<file path="src/rtl/exception_unit.sv">
// Pipeline exception capture: prioritises stage requests, holds the report for the coprocessor,
// then flushes and waits in KERNEL for eret. EXC_BADADDR_EN adds the bad-address field.
module exception_unit (
  input  logic        clk,
  input  logic        reset,
  input  logic        stall,
  input  logic        id_ri,
  input  logic        id_syscall,
  input  logic [31:0] id_pc,
  input  logic        ex_ovf,
  input  logic [31:0] ex_pc,
`ifdef EXC_BADADDR_EN
  input  logic [31:0] mem_badaddr,
`endif
  input  logic        cop_ack,
  input  logic        eret,
  output logic [66:0] exception_bus,
  output logic        flush,
  output logic        busy,
  output logic        panic,
  output logic        double_fault
);

  typedef enum logic [1:0] {StIdle, StReport, StFlush, StKernel} state_e;

  state_e      state_q, state_d;
  logic [66:0] bus_q, bus_d;
  logic        flush_q, flush_d;
  logic        busy_q;
  logic        panic_q, panic_d;
  logic        dfault_q, dfault_d;
  logic [3:0]  cnt_q, cnt_d;
  logic        req;
  logic [31:0] bad_addr;

  assign req = !stall && (ex_ovf || id_ri || id_syscall);

`ifdef EXC_BADADDR_EN
  assign bad_addr = mem_badaddr;
`else
  assign bad_addr = 32'h0;
`endif

  always_comb begin
    state_d  = state_q;
    bus_d    = bus_q;
    flush_d  = 1'b0;
    panic_d  = panic_q;
    dfault_d = dfault_q;
    cnt_d    = cnt_q;
    unique case (state_q)
      StIdle: begin
        if (req) begin
          state_d = StReport;
          cnt_d   = 4'd0;
          if (ex_ovf)     bus_d = {3'b100, ex_pc, bad_addr};
          else if (id_ri) bus_d = {3'b010, id_pc, bad_addr};
          else            bus_d = {3'b001, id_pc, bad_addr};
        end
      end
      StReport: begin
        if (req) dfault_d = 1'b1;
        if (cop_ack) begin
          state_d = StFlush;
          bus_d   = '0;
          flush_d = 1'b1;
        end else if (cnt_q == 4'd14) begin
          // Fifteenth unacknowledged cycle: counter saturates at 15 as we give up.
          state_d = StFlush;
          bus_d   = '0;
          flush_d = 1'b1;
          panic_d = 1'b1;
          cnt_d   = 4'd15;
        end else begin
          cnt_d = cnt_q + 4'd1;
        end
      end
      StFlush: begin
        if (req) dfault_d = 1'b1;
        state_d = StKernel;
      end
      StKernel: begin
        if (req) dfault_d = 1'b1;
        if (eret) state_d = StIdle;
      end
      default: state_d = StIdle;
    endcase
  end

  always_ff @(posedge clk or negedge reset) begin
    if (!reset) begin
      state_q  <= StIdle;
      bus_q    <= '0;
      flush_q  <= 1'b0;
      busy_q   <= 1'b0;
      panic_q  <= 1'b0;
      dfault_q <= 1'b0;
      cnt_q    <= 4'd0;
    end else begin
      state_q  <= state_d;
      bus_q    <= bus_d;
      flush_q  <= flush_d;
      busy_q   <= (state_d != StIdle);
      panic_q  <= panic_d;
      dfault_q <= dfault_d;
      cnt_q    <= cnt_d;
    end
  end

  assign exception_bus = bus_q;
  assign flush         = flush_q;
  assign busy          = busy_q;
  assign panic         = panic_q;
  assign double_fault  = dfault_q;

endmodule
</file>
<file path="config.mk">
export PLATFORM = sky130hd
export DESIGN_NAME = exception_unit
export DESIGN_NICKNAME = d
export VERILOG_FILES = /design/src/rtl/exception_unit.sv
export SDC_FILE = /design/constraint.sdc
export NUM_CORES = 1
export LEC_CHECK = 0
export ABC_AREA = 1
export CAP_MARGIN = 5
export CORE_AREA = 3 3 109 80
export DETAILED_ROUTE_END_ITERATION = 8
export DIE_AREA = 0 0 112 83
export PLACE_DENSITY_LB_ADDON = 0.12
export SYNTH_ARGS = -nofsm -noshare
export SYNTH_HDL_FRONTEND = slang
export SYNTH_SLANG_ARGS = --single-unit
export TNS_END_PERCENT = 50
</file>
<file path="constraint.sdc">
create_clock -name clk -period 1.8 [get_ports clk]
set_clock_uncertainty 0.1 [all_clocks]
set_input_delay 0.27 -clock clk [delete_from_list [all_inputs] [get_ports clk]]
set_output_delay 0.27 -clock clk [all_outputs]
set_load 0.01 [all_outputs]
</file>
==> impl_metrics.env, run 1 <==
export IMPL_critPathBufInv=2
export IMPL_endpoint_kind="register"
export IMPL_finalCritPeriodShare_pct=88.62
export IMPL_min_period_ps=1595
export IMPL_clockBufferDepth=2
export IMPL_worstPathRequired_ps=1870
export IMPL_synthCells=352
export IMPL_antenna_found_initial=0
export IMPL_yosysSeqAreaShare_pct=42.96
export IMPL_gp_congestion=0.8412
export IMPL_worst_setup_path_start_kind="register"
export IMPL_grt_use_total_pct=15.47
export IMPL_pwr_density_cell_mw_per_mm2=1333
export IMPL_grt_max_degree=28
export IMPL_area_growth_pct=47.97
export IMPL_tns_ps=0
export IMPL_tightest_slew_ps=512.5
export IMPL_grt_pass1_vias=2307
export IMPL_rr_worst_depth=8
export IMPL_synth_commonest_cells="nand2_1, dfrtp_1, nand3_1"
export IMPL_slew_headroom_pct=65.83
export IMPL_hpwlAfterDp_um=5589
export IMPL_status="finished clean"
export IMPL_avgSynthCellArea_um2=7.447
export IMPL_cpMaxStageDelayCell="dfrtp_1"
export IMPL_yosys_area_top_type="dfrtp_1"
export IMPL_ys_warnings_count=0
export IMPL_synth_top_area_share_pct=42.96
export IMPL_yosys_most_used_dff="dfrtp_1"
export IMPL_synth_area_leaders="dfrtp_1, nand2_1, buf_4"
export IMPL_arrival_ps=1670
export IMPL_cts_made_buffers=5
export IMPL_drive_gt1_share_pct=6.897
export IMPL_post_route_util_pct=50.14
export IMPL_post_drt_wl_per_cell_um=12.97
export IMPL_synthArstFlopShare_pct=100.0
export IMPL_grt_ovfl_total=0
export IMPL_yosys_register_bits=45
export IMPL_wirelength_um=7329
export IMPL_crit_family="simple AND/OR/NAND/NOR gates"
export IMPL_synth_edf_count=0
export IMPL_vdd_drop_max_uv=583.6
export IMPL_hold_viol_final=0
export IMPL_grt_pass1_wl_um=11980
export IMPL_ant_nets=0
export IMPL_setup_violations=0
export IMPL_clkSinkCount=45
export IMPL_boundaryPins=143
export IMPL_cp_common_cell="nand2_1"
export IMPL_place_inst=556
export IMPL_rsz0062_at_grt="no"
export IMPL_fmax_mhz=626.9
export IMPL_nNetsFinal=537
export IMPL_hold_ws_ps=373.5
export IMPL_multi_input_area_mm2=0.001214
export IMPL_core_area_mm2=0.007736
export IMPL_max_cap_viol_count=0
export IMPL_cts_htree_levels=2
export IMPL_fp_dieH_um=83
export IMPL_netlist_area_mm2=0.002621
export IMPL_cp_max_fo=16
export IMPL_dieArea_mm2=0.009296
export IMPL_hold_path_class="reg2reg"
export IMPL_path_depth=8
export IMPL_drt_pass1_iter_count=4
export IMPL_cts_repair_resized=0
export IMPL_cts_tree="done"
export IMPL_finalPower_mw=5.171
export IMPL_via_count=2458
export IMPL_n_antenna_cell=0
export IMPL_rows=27
export IMPL_synth_cell_types=24
export IMPL_drt_iter0_drc=114
export IMPL_seq_area_mm2=0.001126
export IMPL_portBuffers=110
export IMPL_viasPerCell=4.350
export IMPL_leakagePower_nw=1.900
export IMPL_path_cells="inv_1 -> ha_1 -> nand3_1 -> nand2_2 -> nand2_4 -> buf_12 -> nand2_1 -> nand2_1"
export IMPL_drcViolationCount=0
export IMPL_drv_slew=0
export IMPL_cts_root_buffer="clkbuf_8"
export IMPL_crit_type="reg2reg"
export IMPL_chipWidth_um=112
export IMPL_initial_core_util_pct=33.88
export IMPL_layout_cells_non_filler=565
export IMPL_cp_slowest_stage_delay_ps=420
export IMPL_fillers=784
export IMPL_holdPathStages=2
export IMPL_clk_latency_ps=280
export IMPL_synth_most_common_cell="nand2_1"
export IMPL_clkTransAtPathRegs_ps=80
registers in the layout, indices dropped and copies added, names as in the netlist:
| name | flops |
|---|---|
| state_q | 2 |
| exception_bus | 35 |
| double_fault | 1 |
| panic | 1 |
| cnt_q | 4 |
| flush | 1 |
| busy | 1 |
cell usage in the layout (no fill, tap or decap), drive strengths merged:
cell type / count
o21bai: 2
nor2: 7
buf: 15
clkinv: 2
nand4: 1
a21oi: 33
clkdlybuf4s50: 109
dlygate4sd3: 1
conb: 32
ha: 2
dfrtp: 45
xor2: 1
o21ai: 5
nand3: 41
clkbuf: 7
inv: 9
nand2: 151
nor3: 1
metal layers:
| metal | share of wire (%) | up-vias | global-route usage (%) |
|---|---|---|---|
| li1 | - | 1276 | - |
| met1 | 49 | 1089 | 22.47 |
| met2 | 43 | 91 | 23.61 |
| met3 | 7.7 | 2 | 4.588 |
| met4 | 0.23 | 0 | 1.638 |
| met5 | 0 | - | 0 |
cell type report:
class	count	area share [%]
Multi-Input combinational cell	276	31.29
Clock inverter	1	0.1290
Timing Repair Buffer	125	32.84
Inverter	10	0.9677
Sequential cell	45	29.03
Tap cell	101	3.258
Clock buffer	7	2.484
worst min-delay path, stage by stage (launching register included):
cell and delay, ps:
dfrtp_1 350, nand2_1 50, nand2_1 50
path summary, 6_finish.rpt:
| kind | startpoint | to | slack, ps |
|---|---|---|---|
| setup / recovery | cnt_q[0] | exception_bus[49] | 200 |
| hold reg to reg | exception_bus[56] | exception_bus[56] | 370 |
| max in group asynchronous | reset | exception_bus[55] | 610 |
| min in group asynchronous | reset | exception_bus[58] | 390 |
| hold / removal | exception_bus[56] | exception_bus[56] | 370 |
| setup reg to reg | cnt_q[0] | exception_bus[49] | 200 |
where the power goes:
part,internal [mW],switching (mW)
logic,1.36,1.51
clock network,0.347,0.326
registers,1.41,0.217
cells by family (layout without fill, tap and decap cells):
| group | after synthesis | count (layout) | synth area share [%] |
|---|---|---|---|
| and+or+nand+nor | 201 | 201 | 32.60 |
| buffers and inverters | 62 | 143 | 15.18 |
| DFF | 45 | 45 | 42.96 |
| AOI/OAI and AO/OA | 40 | 40 | 7.828 |
| adders and majority gates | 2 | 2 | 0.9545 |
| other | 1 | 32 | 0.1431 |
| xor gates and xnor gates | 1 | 1 | 0.3342 |
what timing repair did:
action,CTS,global route
endpoints found under the hold margin,21,0
hold buffers,1,0
setup buffers,0,0
metrics by stage:
stage	cell area [µm²]	setup slack [ps]
6_report	3879	204.8
4_1_cts	3879	197.6
3_3_place_gp	3767	51.38
2_1_floorplan	2738	304.5
3_5_place_dp	3767	29.17
5_1_grt	3879	67.82
No activity file was read; power rests on OpenSTA's default activity.
==> run 2, diff against run 1 <==
Settings changed: CTS_CLUSTER_DIAMETER from default to 60.
==> results of run 2 <==
No change in the layout: final DEF, timing and power equal those of run 1.
==> patch 1: new RTL, flow settings as in run 1 <==
Encoding of `state_e`: now one-hot (4 bits for 4 states).
--- a/src/rtl/exception_unit.sv
+++ b/src/rtl/exception_unit.sv
@@ -22,5 +22,5 @@
 );
 
-  typedef enum logic [1:0] {StIdle, StReport, StFlush, StKernel} state_e;
+  typedef enum logic [3:0] {StIdle = 4'b0001, StReport = 4'b0010, StFlush = 4'b0100, StKernel = 4'b1000} state_e;
 
   state_e      state_q, state_d;
Function: same outputs for any inputs over 10 cycles, from zero or initial values and one cycle with reset low; not proved beyond that.
==> patch 1 against run 1 <==
Setup slack worse by 0.043 ns; count of clock-buffer cells in the layout is 2 lower; power is 9.9% lower; first-iteration DRC count is 7.9% lower; non-clock buffer count stayed put; wire length is 5.5% higher; critical path depth is 2 higher; sequential cell count is 2 higher; final area is 4.5% higher; utilization is 2.2 points higher; area after synthesis is 6.2% higher; global-route usage is 0.64 points higher; critical path type unchanged; largest power group unchanged.
==> patch 1: results (changes against run 1) <==
DETAILED ROUTING
--------------------------------------------------------------------------------
1st-iter DRT viols                                                           105   -7.9%
Post-detailed-route wirelength per cell                                  13.1 um   +0.90%
DR pass1 iterations                                                            6   +2
Post-detailed-route count of antenna-violating nets                            0   unchanged

GRT
--------------------------------------------------------------------------------
Maximum number of pins on one net before global-route repair                  30   +7.1%
Via count of the first global-routing pass                                  2502   +8.5%
Total global-route track usage                                             16.1%   +0.64 points

PLACEMENT
--------------------------------------------------------------------------------
Post-Place Cells                                                             582   +4.7%
Half-perimeter wire length after detailed placement                      5740 um   +2.8%
Standard cell area after detailed placement                           3950 sq um   +4.9%
Global placer's final weighted congestion                                  0.861   +2.3%

WORST SETUP PATH
--------------------------------------------------------------------------------
Crit Path Max Fanout                                                          20   +4
CP Data Arrival Time                                                     1.72 ns   +0.05 ns

SYNTHESIS
--------------------------------------------------------------------------------
Portion of the post-synthesis area used by sequential elements             42.3%   -0.65 points
Ranking of synthesized cells by area                                dfrtp_1 41%, nand2_1 26%, buf_4 8.9%, nand4_1 7.9%, inv_1 2.0%
Synth cell count leaders                                            192 x nand2_1, 46 x dfrtp_1, 35 x nand4_1, 33 x buf_4, 15 x inv_1
Average instance area after synthesis                                 7.36 sq um   -1.1%
Dominant synthesized flop cell                                           dfrtp_1
Post-synth cell types                                                         25   +4.2%

CTS
--------------------------------------------------------------------------------
H-tree levels                                                                  2   unchanged
Clock insertion delay at the later pin of the skew report                0.30 ns   +0.02 ns

HOLD PATH
--------------------------------------------------------------------------------
Hold/Removal Path Class                                              in -> async

POWER
--------------------------------------------------------------------------------
Worst-case vdd ir drop                                                  0.552 mV   -5.4%

CELLS AND AREA
--------------------------------------------------------------------------------
Share of post-route cells with drive strength above 1                      7.14%   +0.25 points
Post-layout nets                                                             563   +4.8%
Final standard cell count with taps included and fillers excluded            591   +4.6%

STATUS
--------------------------------------------------------------------------------
Result of the run                                                      completed

## patch 1: cell types whose count changed in the layout (fill, tap and decap cells not counted), moves of 4 or more
cell     delta
nand2_1    +46
inv_1       +7
nand4_1    +34
a21oi_1    -31
o21ai_0     -4
nand3_1    -30
## patch 1: stage by stage
| stage | util [%] | setup WS, ns |
|---|---|---|
| after global placement | 51.1 | 0.0444 |
| after CTS | 52.4 | 0.138 |
| after detailed placement | 51.1 | -0.0153 |
| final | 52.4 | 0.162 |
| after global routing | 52.4 | 0.0210 |
| after floorplan | - | 0.311 |
## patch 1: cells by family (layout without fill, tap and decap cells)
logic type                 count (synthesis)  in the layout  synth area share, %
AOI/OAI and AO/OA                          6              6                 1.39
buffers and inverters                     69            150                 15.2
DFF                                       47             47                 42.3
other                                      1             32                0.135
adders and majority gates                  2              2                0.899
and+or+nand+nor                          253            253                 40.0
## patch 1: timing repair
item                                   CTS  global route
endpoints found under the hold margin   18             0
hold buffers                             1             0
buffers inserted                         0             0
## patch 1: final cells by class
class                      instances  area, sq um
inverter                          17         63.8
tap                              101          126
clock inverter                     3         20.0
timing repair buffer             125         1300
sequential                        47         1180
clock buffer                       5         68.8
fill                             772         3680
multi-input combinational        293         1300
## patch 1: final timing paths
path	from	end	slack (ns)	cells after the start
max	cnt_q[0]$_DFFE_PN0P_	exception_bus[39]$_DFFE_PN0P_	0.16	10
min	reset	exception_bus[34]$_DFFE_PN0P_	0.36	2
max reg2reg	cnt_q[0]$_DFFE_PN0P_	exception_bus[39]$_DFFE_PN0P_	0.16	10
min reg2reg	exception_bus[66]$_DFFE_PN0P_	exception_bus[66]$_DFFE_PN0P_	0.38	2
max in group asynchronous	reset	state_q[0]$_DFF_PN1_	0.64	3
min in group clk	exception_bus[66]$_DFFE_PN0P_	exception_bus[66]$_DFFE_PN0P_	0.38	2
## patch 1: power by group
group          internal [W]  switching [W]  total (W)
Clock              0.000271       0.000362   0.000633
Sequential          0.00139       0.000179    0.00157
Combinational       0.00118        0.00127    0.00246
## patch 1: layer usage
metal	global-route usage, %	vias up	routed length, um
met5	0	-	0
met4	1.75	0	8
met3	5.39	2	658
met2	24.9	93	3400
met1	22.8	1159	3670
li1	-	1351	-
==> patch 2: new RTL, flow settings as in run 1 <==
Made on the original files. Build with the macro `EXC_BADADDR_EN` defined.
--- a/src/rtl/exception_unit.sv
+++ b/src/rtl/exception_unit.sv
@@ -1,4 +1,6 @@
 // Pipeline exception capture: prioritises stage requests, holds the report for the coprocessor,
 // then flushes and waits in KERNEL for eret. EXC_BADADDR_EN adds the bad-address field.
+`define EXC_BADADDR_EN
+
 module exception_unit (
   input  logic        clk,
Interface: changed (added mem_badaddr); port bits go from 143 to 175. No check against the original RTL was run, so the function may have changed too.
==> patch 2 against run 1 <==
Final area up 49%; setup slack worse by 0.074 ns; power up 59%; critical endpoint is now exception_bus[58]$_DFFE_PN0P_; global-route usage up 8.9 points; sequential cell count up 32; wire length up 49%; area after synthesis up 41%; largest power group unchanged; die area unchanged.
==> patch 2: results (changes against run 1) <==
STATUS
-----------------------------------------------------------------------------------------------------
Result of the run                                                                           completed

TIMING
-----------------------------------------------------------------------------------------------------
Worst-Margin Slew                                                                            0.488 ns   -0.0244 ns

SYNTHESIS
-----------------------------------------------------------------------------------------------------
Post-synth cell types                                                                              22   -8.3%
Portion of the post-synthesis area used by sequential elements                                  52.1%   +9.2 points
XOR/XNOR share of the synthesized area                                                         0.237%   -0.097 points
Ranking of synthesized cells by area                                                     dfrtp_1 52%, nand2_1 21%, nand3_1 8.9%, a21oi_1 4.3%, buf_6 3.4%
Synthesized instance count                                                                        457   +30%
Synth cell count leaders                                                                 210 x nand2_1, 77 x dfrtp_1, 66 x nand3_1, 32 x a21oi_1, 12 x buf_2
Share of synthesized flip-flops with an asynchronous set or reset                                100%   unchanged
Post-synthesis share of cell area spent on full adders, half adders and majority gates         0.677%   -0.28 points

WORST SETUP PATH
-----------------------------------------------------------------------------------------------------
CP Data Arrival Time                                                                          1.79 ns   +0.12 ns
Crit Path Max Fanout                                                                               29   +13

CELLS AND AREA
-----------------------------------------------------------------------------------------------------
Flip-flop count of the largest register, all copies and words added                                67   +91%
Final standard cell count with taps included and fillers excluded                                 734   +30%
Filler cell count in the final layout                                                             624   -20%
Share of post-route cells with drive strength above 1                                           7.42%   +0.53 points

POWER
-----------------------------------------------------------------------------------------------------
Total leakage power                                                                           2.80 nW   +47%
Worst-case vdd ir drop                                                                       0.674 mV   +16%

GRT
-----------------------------------------------------------------------------------------------------
Via count of the first global-routing pass                                                       3818   +65%
Maximum number of pins on one net before global-route repair                                       43   +54%

DETAILED ROUTING
-----------------------------------------------------------------------------------------------------
1st-iter DRT viols                                                                                223   +96%
Detailed Route WL                                                                            10900 um   +49%
DR pass1 iterations                                                                                 5   +1
Via Count                                                                                        3680   +50%

PLACEMENT
-----------------------------------------------------------------------------------------------------
Half-perimeter wire length after detailed placement                                           7930 um   +42%
Global placer's final weighted congestion                                                       0.761   -9.5%
Pre-CTS WS                                                                                  0.0903 ns   +0.0611 ns

CTS
-----------------------------------------------------------------------------------------------------
Clock insertion delay at the later pin of the skew report                                     0.34 ns   +0.06 ns

HOLD PATH
-----------------------------------------------------------------------------------------------------
Hold/Removal Path Class                                                                   in -> async

[patch 2: logic make-up after synthesis]
kind of cell / after synthesis
AND/OR/NAND/NOR: 296
flip-flops: 77
buffers and inverters: 43
AO/OA/AOI/OAI: 38
adder cells (fa/ha/maj): 2
XOR/XNOR: 1
[patch 2: final cells by class]
class                   instances  area share, %
clock buffers                  11           2.28
clock inverters                 5           1.02
inverters                      12          0.781
multi-input cells             337           26.1
flip-flops and latches         77           33.4
well taps                     101           2.19
repair buffers                191           34.2
[patch 2: worst max-delay path: stages (launching register included)]
cell and delay, ns:
dfrtp_1 0.40, inv_1 0.08, ha_1 0.22, nand3_1 0.13
nand2_2 0.10, nand2_4 0.11, nand2_2 0.09, buf_12 0.18
nand2_1 0.08, nand2_1 0.05
[patch 2: metal layers]
layer / GRT usage, % / part of all wire (%)
met1: 30.6 / 41
met2: 41.3 / 50
met3: 8.96 / 8.1
met4: 4.15 / 0.67
met5: 0 / 0
[patch 2: metrics by stage]
| stage | power (W) | area, sq um |
|---|---|---|
| floorplan | 0.00485 | 3700 |
| global placement | 0.00683 | 5560 |
| detailed placement | 0.00699 | 5560 |
| CTS | 0.00830 | 5760 |
| global route | 0.00883 | 5760 |
| finish | 0.00822 | 5760 |
[patch 2: worst paths after layout]
kind / endpoint / slack, ns / cells after the start
setup / recovery: exception_bus[58]$_DFFE_PN0P_ / 0.13 / 9
setup reg to reg: exception_bus[58]$_DFFE_PN0P_ / 0.13 / 9
hold / removal: exception_bus[42]$_DFFE_PN0P_ / 0.33 / 2
hold reg to reg: panic$_DFFE_PN0P_ / 0.39 / 1
min in group clk: exception_bus[5]$_DFFE_PN0P_ / 0.36 / 3
max in group asynchronous: exception_bus[25]$_DFFE_PN0P_ / 0.69 / 3
[patch 2: what timing repair did]
action                     in CTS  in global routing
hold buffers                    1                  0
setup endpoints to repair       0                 42
resized for setup               0                  2
hold endpoints to repair       35                  0
[patch 2: report_power, final]
group	internal, W	switching [W]
logic	0.00207	0.00199
registers	0.00245	0.000442
clock network	0.000644	0.000613
total	0.00517	0.00305
